--- config.mk ---
export PLATFORM = sky130hd
export DESIGN_NAME = action_encoder
export DESIGN_NICKNAME = d
export VERILOG_FILES = /design/src/rtl/fight_pkg.sv /design/src/rtl/btn_debounce.sv /design/src/rtl/action_encoder.sv
export SDC_FILE = /design/constraint.sdc
export NUM_CORES = 1
export LEC_CHECK = 0
export CAP_MARGIN = 0
export CORE_AREA = 2 2 55 57
export DETAILED_ROUTE_END_ITERATION = 10
export DIE_AREA = 0 0 57 59
export HOLD_SLACK_MARGIN = 0.08
export PLACE_DENSITY = 0.7
export SYNTH_ARGS = -nofsm -noshare
export SYNTH_HDL_FRONTEND = slang
export SYNTH_HIERARCHICAL = 1
export SYNTH_SLANG_ARGS = --single-unit
--- constraint.sdc ---
create_clock -name clk -period 2.4 [get_ports clk]
set_clock_uncertainty 0.05 [all_clocks]
set_input_delay 0.48 -clock clk [delete_from_list [all_inputs] [get_ports clk]]
set_output_delay 0.48 -clock clk [all_outputs]
set_load 0.05 [all_outputs]
--- src/rtl/fight_pkg.sv ---
// rtl/fight_pkg.sv - shared action codes, FSM state encodings and priority helper
//
// Shared between action_encoder and the player FSMs.
//   action_t     : encoded player action (kick 000, punch 001, wait 010,
//                  jump 011, left 100, right 101)
//   enc_state_t  : action_encoder FSM states
//   pick_action  : highest-priority action from a vector of press events
package fight_pkg;

    localparam int NUM_BTNS  = 5;
    localparam int BTN_KICK  = 0;
    localparam int BTN_PUNCH = 1;
    localparam int BTN_JUMP  = 2;
    localparam int BTN_LEFT  = 3;
    localparam int BTN_RIGHT = 4;

    typedef enum logic [2:0] {
        ACT_KICK  = 3'b000,
        ACT_PUNCH = 3'b001,
        ACT_WAIT  = 3'b010,
        ACT_JUMP  = 3'b011,
        ACT_LEFT  = 3'b100,
        ACT_RIGHT = 3'b101
    } action_t;

    typedef enum logic [1:0] {
        ST_IDLE    = 2'b00,
        ST_COLLECT = 2'b01,
        ST_PRESENT = 2'b10
    } enc_state_t;

    // Priority kick > punch > jump > left > right; ACT_WAIT when nothing pressed.
    function automatic action_t pick_action(input logic [NUM_BTNS-1:0] press);
        action_t result;
        if (press[BTN_KICK])
            result = ACT_KICK;
        else if (press[BTN_PUNCH])
            result = ACT_PUNCH;
        else if (press[BTN_JUMP])
            result = ACT_JUMP;
        else if (press[BTN_LEFT])
            result = ACT_LEFT;
        else if (press[BTN_RIGHT])
            result = ACT_RIGHT;
        else
            result = ACT_WAIT;
        return result;
    endfunction

endpackage

--- src/rtl/btn_debounce.sv ---
// rtl/btn_debounce.sv - single-button debouncer with rising-edge pulse
//
// Ports:
//   clk   : clock, all logic on posedge
//   rst   : synchronous active-high reset
//   btn   : raw button sample
//   level : debounced level
//   rise  : one-cycle pulse in the first cycle the debounced level is high
module btn_debounce #(
    parameter int DEBOUNCE_CYCLES = 4
) (
    input  logic clk,
    input  logic rst,
    input  logic btn,
    output logic level,
    output logic rise
);

    localparam int CW = (DEBOUNCE_CYCLES > 1) ? $clog2(DEBOUNCE_CYCLES) : 1;
    localparam logic [CW-1:0] TERMINAL = CW'(DEBOUNCE_CYCLES - 1);

    logic [CW-1:0] cnt;

    // cnt holds how many consecutive samples have disagreed with level so far;
    // the sample that would make it DEBOUNCE_CYCLES flips level instead.
    always_ff @(posedge clk) begin
        if (rst) begin
            cnt   <= '0;
            level <= 1'b0;
            rise  <= 1'b0;
        end else begin
            rise <= 1'b0;
            if (btn == level) begin
                cnt <= '0;
            end else if (cnt == TERMINAL) begin
                level <= btn;
                cnt   <= '0;
                rise  <= btn;
            end else begin
                cnt <= cnt + 1'b1;
            end
        end
    end

endmodule

--- src/rtl/action_encoder.sv ---
// rtl/action_encoder.sv - debounces five buttons and encodes one action per round
//
// Ports:
//   clk          : clock, all logic on posedge
//   rst          : synchronous active-high reset
//   btn[4:0]     : raw buttons (kick, punch, jump, left, right)
//   round_start  : pulse opening a collection window (IDLE only)
//   action_ready : consumer accepts the presented action
//   action[2:0]  : encoded action (fight_pkg::action_t)
//   action_valid : action presented and stable
//   timed_out    : presented action is the default wait from window expiry
//   busy         : collecting or presenting
module action_encoder
    import fight_pkg::*;
#(
    parameter int DEBOUNCE_CYCLES = 4,
    parameter int ROUND_CYCLES    = 16
) (
    input  logic       clk,
    input  logic       rst,
    input  logic [4:0] btn,
    input  logic       round_start,
    input  logic       action_ready,
    output logic [2:0] action,
    output logic       action_valid,
    output logic       timed_out,
    output logic       busy
);

    localparam int RW = (ROUND_CYCLES > 1) ? $clog2(ROUND_CYCLES) : 1;
    localparam logic [RW-1:0] ROUND_LAST = RW'(ROUND_CYCLES - 1);

    logic [NUM_BTNS-1:0] level;
    logic [NUM_BTNS-1:0] rise;
    logic [NUM_BTNS-1:0] press;

    for (genvar i = 0; i < NUM_BTNS; i++) begin : g_db
        btn_debounce #(
            .DEBOUNCE_CYCLES(DEBOUNCE_CYCLES)
        ) u_db (
            .clk  (clk),
            .rst  (rst),
            .btn  (btn[i]),
            .level(level[i]),
            .rise (rise[i])
        );
    end

    // A press is a fresh 0->1 of the debounced level; buttons already held
    // when the window opens never produce one.
    assign press = rise & level;

    enc_state_t    state;
    logic [RW-1:0] round_cnt;
    action_t       action_q;

    always_ff @(posedge clk) begin
        if (rst) begin
            state        <= ST_IDLE;
            round_cnt    <= '0;
            action_q     <= ACT_WAIT;
            action_valid <= 1'b0;
            timed_out    <= 1'b0;
            busy         <= 1'b0;
        end else begin
            case (state)
                ST_IDLE: begin
                    if (round_start) begin
                        state     <= ST_COLLECT;
                        round_cnt <= '0;
                        busy      <= 1'b1;
                    end
                end
                ST_COLLECT: begin
                    // A press on the last window cycle still beats the timeout.
                    if (|press) begin
                        action_q     <= pick_action(press);
                        timed_out    <= 1'b0;
                        action_valid <= 1'b1;
                        state        <= ST_PRESENT;
                    end else if (round_cnt == ROUND_LAST) begin
                        action_q     <= ACT_WAIT;
                        timed_out    <= 1'b1;
                        action_valid <= 1'b1;
                        state        <= ST_PRESENT;
                    end else begin
                        round_cnt <= round_cnt + 1'b1;
                    end
                end
                ST_PRESENT: begin
                    if (action_ready) begin
                        state        <= ST_IDLE;
                        action_q     <= ACT_WAIT;
                        timed_out    <= 1'b0;
                        action_valid <= 1'b0;
                        busy         <= 1'b0;
                    end
                end
                default: begin
                    state <= ST_IDLE;
                end
            endcase
        end
    end

    assign action = action_q;

endmodule

# After elaboration in Yosys (flattened, before gate mapping)
# Cells that the tools add are included.
# W data, S select, Z words.
# totals
reg_bits	32
wordCells	106
# op_classes
addsub	6
n_eq_ne	18
muxes	26
bitwise_logic	11
reduce_logical	24
# op_table
op	n
$reduce_or A3 Y1	10
$mux W3	8
$eq A2 B2 Y1 const B	6
$mux W4	3
$add A2 B1 Y2 const B	5
$not A1 Y1	10
$reduce_and A2 Y1	5
$reduce_and A3 Y1	3
$mux W2	4
$ne A2 B2 Y1 const B	4
$pmux W4 S2	1
$pmux W1 S2	3
$pmux W2 S3	1
$pmux W3 S2	1
$reduce_bool A2 Y1	3
$and A5 B5 Y5	1
$eq A1 B1 Y1	5
$mux W1	5
$reduce_or A5 Y1	1
$add A4 B1 Y4 const B	1
$eq A4 B4 Y1 const B	1
$reduce_and A4 Y1	1
$ne A3 B3 Y1 const B	1
$eq A2 B1 Y1 const B	1
$logic_not A2 Y1	1

# Longest topological paths before layout
# Gate-level depths: netlist of run 1.
# depth
depth_word	8
depth_mapped	6
depth_no_buf	5

# Hierarchy
# The synthesis of run 1 kept the hierarchy.
# by_module_without_submodules
module	instances	cells_each	area_per_inst_um2
btn_debounce	5	11	148.9
action_encoder	1	67	573.0

# Worst setup path before layout of run 1
# OpenSTA, ideal clock, no wires.
# synth_timing
kind	register to register
startpoint	register g_db[1].u_db.level
endpoint	register round_cnt[3]
setup_ns	0.070
arrival_ns	1.615
setup_slack_ns	0.665
stages_incl_launch_ff	5
synth_period_minus_slack_ns	1.735
cell_sequence	dfxtp_1 -> a222oi_1 -> nand4_2 -> or3_1 -> a21boi_1
# synth_between
elab_chain_len	4
# synth_lines
item	line_no	rtl
start: declaration	btn_debounce.sv:15	output logic level,
start signal: assignment	btn_debounce.sv:36	level <= btn;
$and A5 B5 Y5	action_encoder.sv:51	assign press = rise & level;
$reduce_or A5 Y1	action_encoder.sv:76	if (|press) begin
$ne A2 B2 Y1 (no line)	n/a	
$reduce_and A4 Y1 (no line)	n/a	
end signal: assignment	action_encoder.sv:87	round_cnt <= round_cnt + 1'b1;
end: declaration	action_encoder.sv:54	logic [RW-1:0] round_cnt;
# Every way passes these cells.
# A chain may end at the register's enable or synchronous reset.

# Worst setup path in the final report of run 1
# layout_timing
startpoint	register action_q[2] (netlist: action[2])
endpoint	output action[2]
# layout_rtl
item	line_no	rtl
start: declaration	action_encoder.sv:55	action_t action_q;
start signal: assignment	action_encoder.sv:77	action_q <= pick_action(press);
end: declaration	action_encoder.sv:24	output logic [2:0] action,
# No word-level cell between the ends.

==> results of run 1 <==
==> registers in the layout (all words and copies together) (netlist names) <==
register         count
action_valid         1
round_cnt            4
timed_out            1
g_db.u_db/level      5
action               3
g_db.u_db/cnt       10
g_db.u_db/rise       5
busy                 1
state                2
==> report_power, final <==
group	internal (mW)	total (mW)	switching, mW
clock network	0.144	0.312	0.168
registers	0.544	0.552	0.00796
logic	0.0401	0.0782	0.0381
total	0.729	0.943	0.214
==> Yosys cell counts, drive strengths merged <==
cell type  number
dfxtp          32
nor2            9
a21oi           8
nand3           8
ha              6
and4bb          5
mux2i           5
nand2           5
nor4            5
nor4b           5
xnor2           5
a22oi           3
nand2b          3
a21boi          2
nor2b           2
o21ai           2
or3             2
a2111oi         1
a21o            1
a221o           1
a222oi          1
a31o            1
a31oi           1
a32o            1
and2            1
and4            1
buf             1
clkbuf          1
inv             1
nand4           1
nor3            1
o31ai           1
==> final timing paths <==
path / from / end / cells past startpoint
setup reg to reg: g_db[1].u_db/level / round_cnt[3] / 5
hold / removal: g_db[3].u_db/cnt[0] / g_db[3].u_db/cnt[0] / 1
hold reg to reg: g_db[3].u_db/cnt[0] / g_db[3].u_db/cnt[0] / 1
setup / recovery: action[2] / action[2] / 1
==> kinds of logic (layout without fill, tap and decap cells) <==
group                      after synthesis  after routing  share of synthesized area
AOI/OAI and AO/OA                       23             23                      0.119
adders and majority gates                6              6                     0.0570
muxes                                    5              5                     0.0380
buffers and inverters                    3             25                    0.00949
and+or+nand+nor                         48             48                      0.257
DFF                                     32             32                      0.486
xor gates and xnor gates                 5              5                     0.0332
==> per-stage QoR <==
| stage | instances | hold slack (ps) |
|---|---|---|
| finish | 175 | 379 |
| global route | 175 | 412 |
| CTS | 175 | 384 |
| detailed placement | 167 | 370 |
| global placement | 167 | 363 |
| floorplan | 122 | 354 |
==> routing by layer <==
| metal | global-route usage | up-vias |
|---|---|---|
| met5 | 0 | - |
| met4 | 0.0897 | 0 |
| met3 | 0.0546 | 4 |
| met2 | 0.259 | 23 |
| met1 | 0.199 | 469 |
| li1 | - | 509 |
==> layout make-up <==
type | instances | share of cell area
flip-flops and latches | 32 | 0.407
inverters | 1 | 0.00238
clock buffers | 8 | 0.0374
well taps | 31 | 0.0246
multi-input cells | 87 | 0.422
repair buffers | 16 | 0.107
==> flow_summary.toml, run 1 <==
[routing]
viasPerCell = 5.74
drc_errors = 0
met2_length_mm = 1.10
dr.max_layer_used = "met4"
met3_length_um = 129
vias = 1005
final_antenna_net_count = 0
met1_length_mm = 1.03
drt-initial-drc-count = 33
wl_mm = 2.28
first_pass_iters = 4
routedWlPerCell_um = 13.0

[synthesis]
yosysTopAreaCell = "dfxtp_1"
synthesis.nets = 137
yosys_register_bits = 32
ys_warn_count = 6
synth.area.top_cells = "dfxtp_1 (49%), ha_1 (5.7%), nor4b_2 (5.7%)"
ys_types = 32
synthCells = 122
synth_top_area_frac = 0.486
synthesis.area_mm2 = 0.00132
synth-seq-area-share = 0.486
syn_area_per_cell_um2 = 10.8

[clock_network]
clockBufferDepth = 2
root_buffer = "clkbuf_4"
clk_pin_slew_ps = 90
cts.sinks = 32
clock_latency_ps = 320
cts_resized = 0
holdBufCountCts = 0
cts_setup_buffers = 0
cts_tree = "yes"
cts-buffers-inserted = 5
ctsHtreeMaxLevel = 2

[layout]
antennaDiodeCount = 0
final_cell_mix = "dfxtp_1 (32), clkdlybuf4s50_1 (14), nor2_1 (9), nand3_1 (8), a21oi_1 (8)"
multi_input_area_um2 = 664
final_common_cell = "dfxtp_1"
nets = 158
area_delta_synth_final_pct = 19.5
seq_area_um2 = 641
final_area_mm2 = 0.00157
fin_util = 0.581
nFillCells = 246
layout-drive-gt1-share = 0.146

[critical_path]
cp.required_ps = 1870
path_delay_family = "buffers and inverters"
critPathKind = "flip-flop to output pin"
critical_path_buf_inv_count = 1
critPathArrivalTime_ps = 1490
crit_fanout = 2
start_kind = "flip-flop"
slowest_stage = "clkdlybuf4s50_1"
cp-end-kind = "output pin"
crit_chain = "clkdlybuf4s50_1"
r2r_setup_slack_ps = 620
cpPeakStageDelay_ps = 820

[pwr]
ir_worst_vdd_mv = 0.515
cellPowerDensity_mw_per_mm2 = 599
leakage_nw = 0.548
finalPower_mw = 0.943

[placed_design]
place_area_mm2 = 0.00152
hpwl_mm = 1.63
portBuffers = 14
gp_congestion = 0.764
preCtsSetupSlack_ps = 604

[global_routing]
grt_pass1_wl_mm = 4.19
grt_max_degree = 34
antenna_found_initial = 0
overflow = 0
grt.total_usage = 0.164
first_global_vias = 962

[timing]
min_period_ps = 2020
setup_ws_ps = 382
rsz0062_at_grt = "no"
setup_viol = 0
worst_pin_slew_ps = 506
final_hold_viol_count = 0
fmax_ghz = 0.496
relSlewSlack = 0.662
fin_tns_setup_ps = 0
fin_crit_sh = 0.841
drv_slew = 0

[floorplan]
num_io_pins = 15
core_area_mm2 = 0.00271
die_h_um = 59
rows = 19
die_width_um = 57
initial_core_util = 0.486
dieArea_mm2 = 0.00336

[worst_hold_path]
hold_path.class = "flip-flop to flip-flop"

[status]
outcome = "completed"

[flow_run]
maxCapViolations = 0
Note: power is estimated with default switching activity, not from simulation.
==> run 2, diff against run 1 <==
clock period = 2.1 ns   (was 2.4 ns; I/O delays follow)
==> flow_summary.toml, run 2 (synthesis gave the netlist of run 1 again) <==
[status]
outcome = "completed"

[pwr]
power.internal_mw = 0.791
p_seq_frac = 0.614
leakage_nw = 0.548
comb_power_share = 0.086
cellPowerDensity_mw_per_mm2 = 657
p_sw_mw = 0.237
p_sw_frac = 0.231
finalPower_mw = 1.03
clkPwrFrac = 0.300
ir_worst_vdd_mv = 0.484

[floorplan]
die_h_um = 59
core_area_mm2 = 0.00271
num_io_pins = 15
dieArea_mm2 = 0.00336
rows = 19
initial_core_util = 0.486
die_width_um = 57

[routing]
routedWlPerCell_um = 12.7
viasPerCell = 5.71
vias = 1005
final_antenna_net_count = 0
first_pass_iters = 4
wl_mm = 2.24
drc_errors = 0
drt-initial-drc-count = 16

[global_routing]
grt_max_degree = 15
antenna_found_initial = 0
grt_pass1_wl_mm = 4.02
grt.total_usage = 0.159
overflow = 0
first_global_vias = 1000

[clock_network]
cts_setup_buffers = 0
cts.sinks = 32
clk_pin_slew_ps = 90
cts-buffers-inserted = 5
clock_latency_ps = 320
cts_resized = 0
clockBufferDepth = 2
ctsHtreeMaxLevel = 2
cts_tree = "yes"
holdBufCountCts = 0
root_buffer = "clkbuf_4"

[worst_hold_path]
holdPathStages = 1
hold_path.class = "flip-flop to flip-flop"
min_to = "g_db[1].u_db/cnt[0]"
worstHoldStart = "g_db[1].u_db/cnt[0]"

[critical_path]
critPathKind = "flip-flop to output pin"
critPathArrivalTime_ps = 1470
cp.required_ps = 1630
start_kind = "flip-flop"
crit_chain = "clkdlybuf4s50_1"
cpPeakStageDelay_ps = 800
critical_path_buf_inv_count = 1
slowest_stage = "clkdlybuf4s50_1"
r2r_start = "g_db[4].u_db/level"
reg2reg_depth = 4
r2r_setup_slack_ps = 380
rr_endpoint = "round_cnt[3]"
cp-end-kind = "output pin"
crit_fanout = 2
path_delay_family = "buffers and inverters"

[layout]
area_delta_synth_final_pct = 18.7
nets = 160
layout-drive-gt1-share = 0.159
top_regs = "g_db.u_db/cnt: 10 flops, g_db.u_db/level: 5 flops, g_db.u_db/rise: 5 flops"
antennaDiodeCount = 0
fin_util = 0.577
final_cell_mix = "dfxtp_1 (32), clkdlybuf4s50_1 (14), nor2_1 (9), nand3_1 (8), a21oi_1 (8)"
final_common_cell = "dfxtp_1"
largest_reg_flops = 10
top_register = "g_db.u_db/cnt"

[placed_design]
preCtsSetupSlack_ps = 377
gp_congestion = 0.770
portBuffers = 14
hpwl_mm = 1.68

[timing]
worst_pin_slew_ps = 504
fmax_ghz = 0.514
fin_tns_setup_ps = 0
setup_viol = 0
fin_crit_sh = 0.926
relSlewSlack = 0.663
whs_ps = 381
setup_ws_ps = 156
final_hold_viol_count = 0
drv_slew = 0
min_period_ps = 1940
rsz0062_at_grt = "no"

[flow_run]
maxCapViolations = 0
[run 2: cell types whose count changed in the layout (fill, tap and decap cells not counted)]
cell      before  now
clkbuf_1       2    1
clkbuf_8       1    0
clkinv_2       0    1
buf_12         1    0
buf_4          1    4
[run 2: layout make-up]
type / instances / area [µm²]
fillers: 254 / 1150
multi-input cells: 87 / 664
flip-flops and latches: 32 / 641
repair buffers: 18 / 170
clock buffers: 6 / 41.3
well taps: 31 / 38.8
clock inverters: 1 / 5.00
inverters: 1 / 3.75
[run 2: stage by stage]
stage / cell area, µm² / instances
after floorplan: 1320 / 122
after global placement: 1520 / 169
after detailed placement: 1520 / 169
after CTS: 1560 / 176
after global routing: 1560 / 176
final: 1560 / 176
[run 2: worst max path at each step]
stage,startpoint,endpoint,slack (ps),cells after the start
2_1_floorplan,g_db[1].u_db/level,round_cnt[3],370,4
3_3_place_gp,g_db[1].u_db/level,round_cnt[3],450,4
3_5_place_dp,g_db[4].u_db/level,round_cnt[3],380,4
4_1_cts,action[0],action[0],140,1
5_1_grt,action[2],action[2],70,1
6_report,action[0],action[0],160,1
[run 2: power by group through the flow]
stage | Clock [mW] | Combinational (mW) | Sequential [mW]
after floorplan | 0 | 0.0440 | 0.649
after global placement | 0 | 0.0862 | 0.645
after detailed placement | 0 | 0.0899 | 0.645
after CTS | 0.321 | 0.0900 | 0.631
after global routing | 0.354 | 0.0992 | 0.634
final | 0.308 | 0.0889 | 0.631
[run 2: routing by layer]
layer | share of wire | vias up | global-route usage
li1 | - | 510 | -
met1 | 0.46 | 474 | 0.169
met2 | 0.47 | 15 | 0.274
met3 | 0.047 | 6 | 0.0611
met4 | 0.020 | 0 | 0.0797
met5 | 0 | - | 0
==> run 3, diff against run 2 <==
CORE_AREA = 2 2 56 58   (was 2 2 55 57)
DIE_AREA = 0 0 58 60   (was 0 0 57 59)
DONT_BUFFER_PORTS = 1   (was unset)
PLACE_DENSITY = unset   (was 0.7)
SYNTH_HIERARCHICAL = unset   (was 1)
==> flow_summary.toml, run 3 <==
[timing]
whs_ps = 95.0
rsz0062_at_grt = "no"
fmax_ghz = 0.544
drv_slew = 0
min_period_ps = 1840
relSlewSlack = 0.644
worst_pin_slew_ps = 534
fin_tns_setup_ps = 0
setup_viol = 0
fin_crit_sh = 0.876
final_hold_viol_count = 0

[clock_network]
clk_pin_slew_ps = 100
cts.sinks = 32
cts_tree = "yes"
ctsHtreeMaxLevel = 2
cts_resized = 0
cts-buffers-inserted = 5
clockBufferDepth = 2
clock_latency_ps = 340
root_buffer = "clkbuf_4"

[layout]
top_register = "g_db.u_db.cnt"
final_common_cell = "dfxtp_1"
top_regs = "g_db.u_db.cnt: 10 flops, g_db.u_db.level: 5 flops, g_db.u_db.rise: 5 flops"
final_cell_mix = "dfxtp_1 (32), nor2_1 (19), nand2_1 (10), inv_1 (8)"
largest_reg_flops = 10
antennaDiodeCount = 0
nets = 163
layout-drive-gt1-share = 0.0946
area_delta_synth_final_pct = 8.09

[routing]
routedWlPerCell_um = 13.1
drt-initial-drc-count = 21
viasPerCell = 5.46
first_pass_iters = 6
vias = 988
drc_errors = 0
wl_mm = 2.38
final_antenna_net_count = 0

[critical_path]
cp.required_ps = 2320
startpoint = "g_db[2].u_db.level"
start_kind = "flip-flop"
reg2reg_depth = 4
rr_endpoint = "round_cnt[3]"
critPathKind = "flip-flop to flip-flop"
r2r_setup_slack_ps = 260
crit_fanout = 7
endpoint = "round_cnt[3]"
r2r_start = "g_db[2].u_db.level"
critPathArrivalTime_ps = 2050
cp-end-kind = "flip-flop"

[synthesis]
synthCells = 141
synth.area.top_cells = "dfxtp_1 (47%), ha_1 (5.5%), nor2_1 (5.2%)"
synth_most_common_cell = "dfxtp_1"
yosys_register_bits = 32
synthArstFlopShare = 0
syn_area_per_cell_um2 = 9.65
synth_top_area_frac = 0.471
synthesis.nets = 156
synth-seq-area-share = 0.471
ys_warn_count = 0
synth_top_flop_cell = "dfxtp_1"
synthesis.area_mm2 = 0.00136
yosysTopAreaCell = "dfxtp_1"
synth-edff-count = 0
ys_types = 37
synth_top_cells_by_count = "dfxtp_1 (32), nor2_1 (19), nand2_1 (10)"

[global_routing]
grt.total_usage = 0.147
first_global_vias = 884
grt_pass1_wl_mm = 3.81
antenna_found_initial = 0
grt_max_degree = 29
overflow = 0

[floorplan]
dieArea_mm2 = 0.00348
die_width_um = 58
die_h_um = 60
core_area_mm2 = 0.00290
initial_core_util = 0.469
num_io_pins = 15
rows = 20

[worst_hold_path]
holdPathStages = 1
hold_path.class = "primary input to flip-flop"

[placed_design]
portBuffers = 0
gp_congestion = 0.748
hpwl_mm = 1.63

[pwr]
leakage_nw = 0.556
finalPower_mw = 1.10
cellPowerDensity_mw_per_mm2 = 746
ir_worst_vdd_mv = 0.512

[flow_run]
maxCapViolations = 0

[status]
outcome = "completed"
[run 3: cell count changes in the layout (fill, tap and decap cells not counted), sizes merged, moves of 4 or more]
cell / before / now
nand2: 5 / 10
clkdlybuf4s50: 14 / 0
nor2: 9 / 19
nor4: 5 / 0
nor4b: 5 / 0
inv: 1 / 8
nor4bb: 0 / 4
and4bb: 5 / 1
[run 3: per-layer routing]
| layer | GRT usage | part of all wire | up-vias |
|---|---|---|---|
| met5 | 0 | 0 | - |
| met4 | 0.0698 | 0.019 | 0 |
| met3 | 0.0671 | 0.053 | 4 |
| met2 | 0.239 | 0.46 | 11 |
| met1 | 0.164 | 0.46 | 450 |
| li1 | - | - | 523 |
[run 3: power by group]
part	internal, mW	total (mW)	switching, mW
clock network	0.190	0.397	0.207
logic	0.0298	0.0560	0.0262
registers	0.623	0.644	0.0209
[run 3: cell families (layout without fill, tap and decap cells)]
group / count (synthesis) / after routing / synth area share
and+or+nand+nor: 54 / 54 / 0.217
adders and majority gates: 6 / 6 / 0.0551
xor gates and xnor gates: 5 / 5 / 0.0322
DFF: 32 / 32 / 0.471
muxes: 5 / 5 / 0.0368
AOI/OAI and AO/OA: 26 / 26 / 0.136
buffers and inverters: 13 / 20 / 0.0524
[run 3: stage by stage]
step	cell area (µm²)	util	cells	worst slack, ps
after floorplan	1360	-	141	276
after global placement	1380	0.474	171	341
after detailed placement	1380	0.474	171	271
after CTS	1450	0.500	179	247
after global routing	1470	0.507	181	73.2
final	1470	0.507	181	261
[run 3: worst min path at each step]
stage	start	endpoint	slack, ps
global route	rst	g_db[2].u_db.level	90
global placement	g_db[3].u_db.cnt[0]	g_db[3].u_db.cnt[0]	350
finish	rst	g_db[1].u_db.rise	100
CTS	rst	state[1]	80
detailed placement	g_db[4].u_db.cnt[0]	g_db[4].u_db.cnt[0]	360
floorplan	g_db[0].u_db.cnt[0]	g_db[0].u_db.cnt[0]	350
[run 3: repair_timing]
item / 4_1_cts / 5_1_grt
hold buffers: 1 / 2
buffers inserted: 0 / 0
endpoints found under the hold margin: 1 / 1
[run 3: final cells by class]
| class | instances | area [µm²] |
|---|---|---|
| Timing Repair Buffer | 5 | 45.0 |
| Inverter | 8 | 30.0 |
| Tap cell | 33 | 41.3 |
| Fill cell | 277 | 1430 |
| Clock buffer | 7 | 65.1 |
| Multi-Input combinational cell | 96 | 649 |
| Sequential cell | 32 | 641 |
[run 3: critical path, stage by stage, from the launching register on]
cell      delay (ps)
dfxtp_1          370
a222oi_1         460
nand3_2          210
or4_1            500
a31oi_1          180
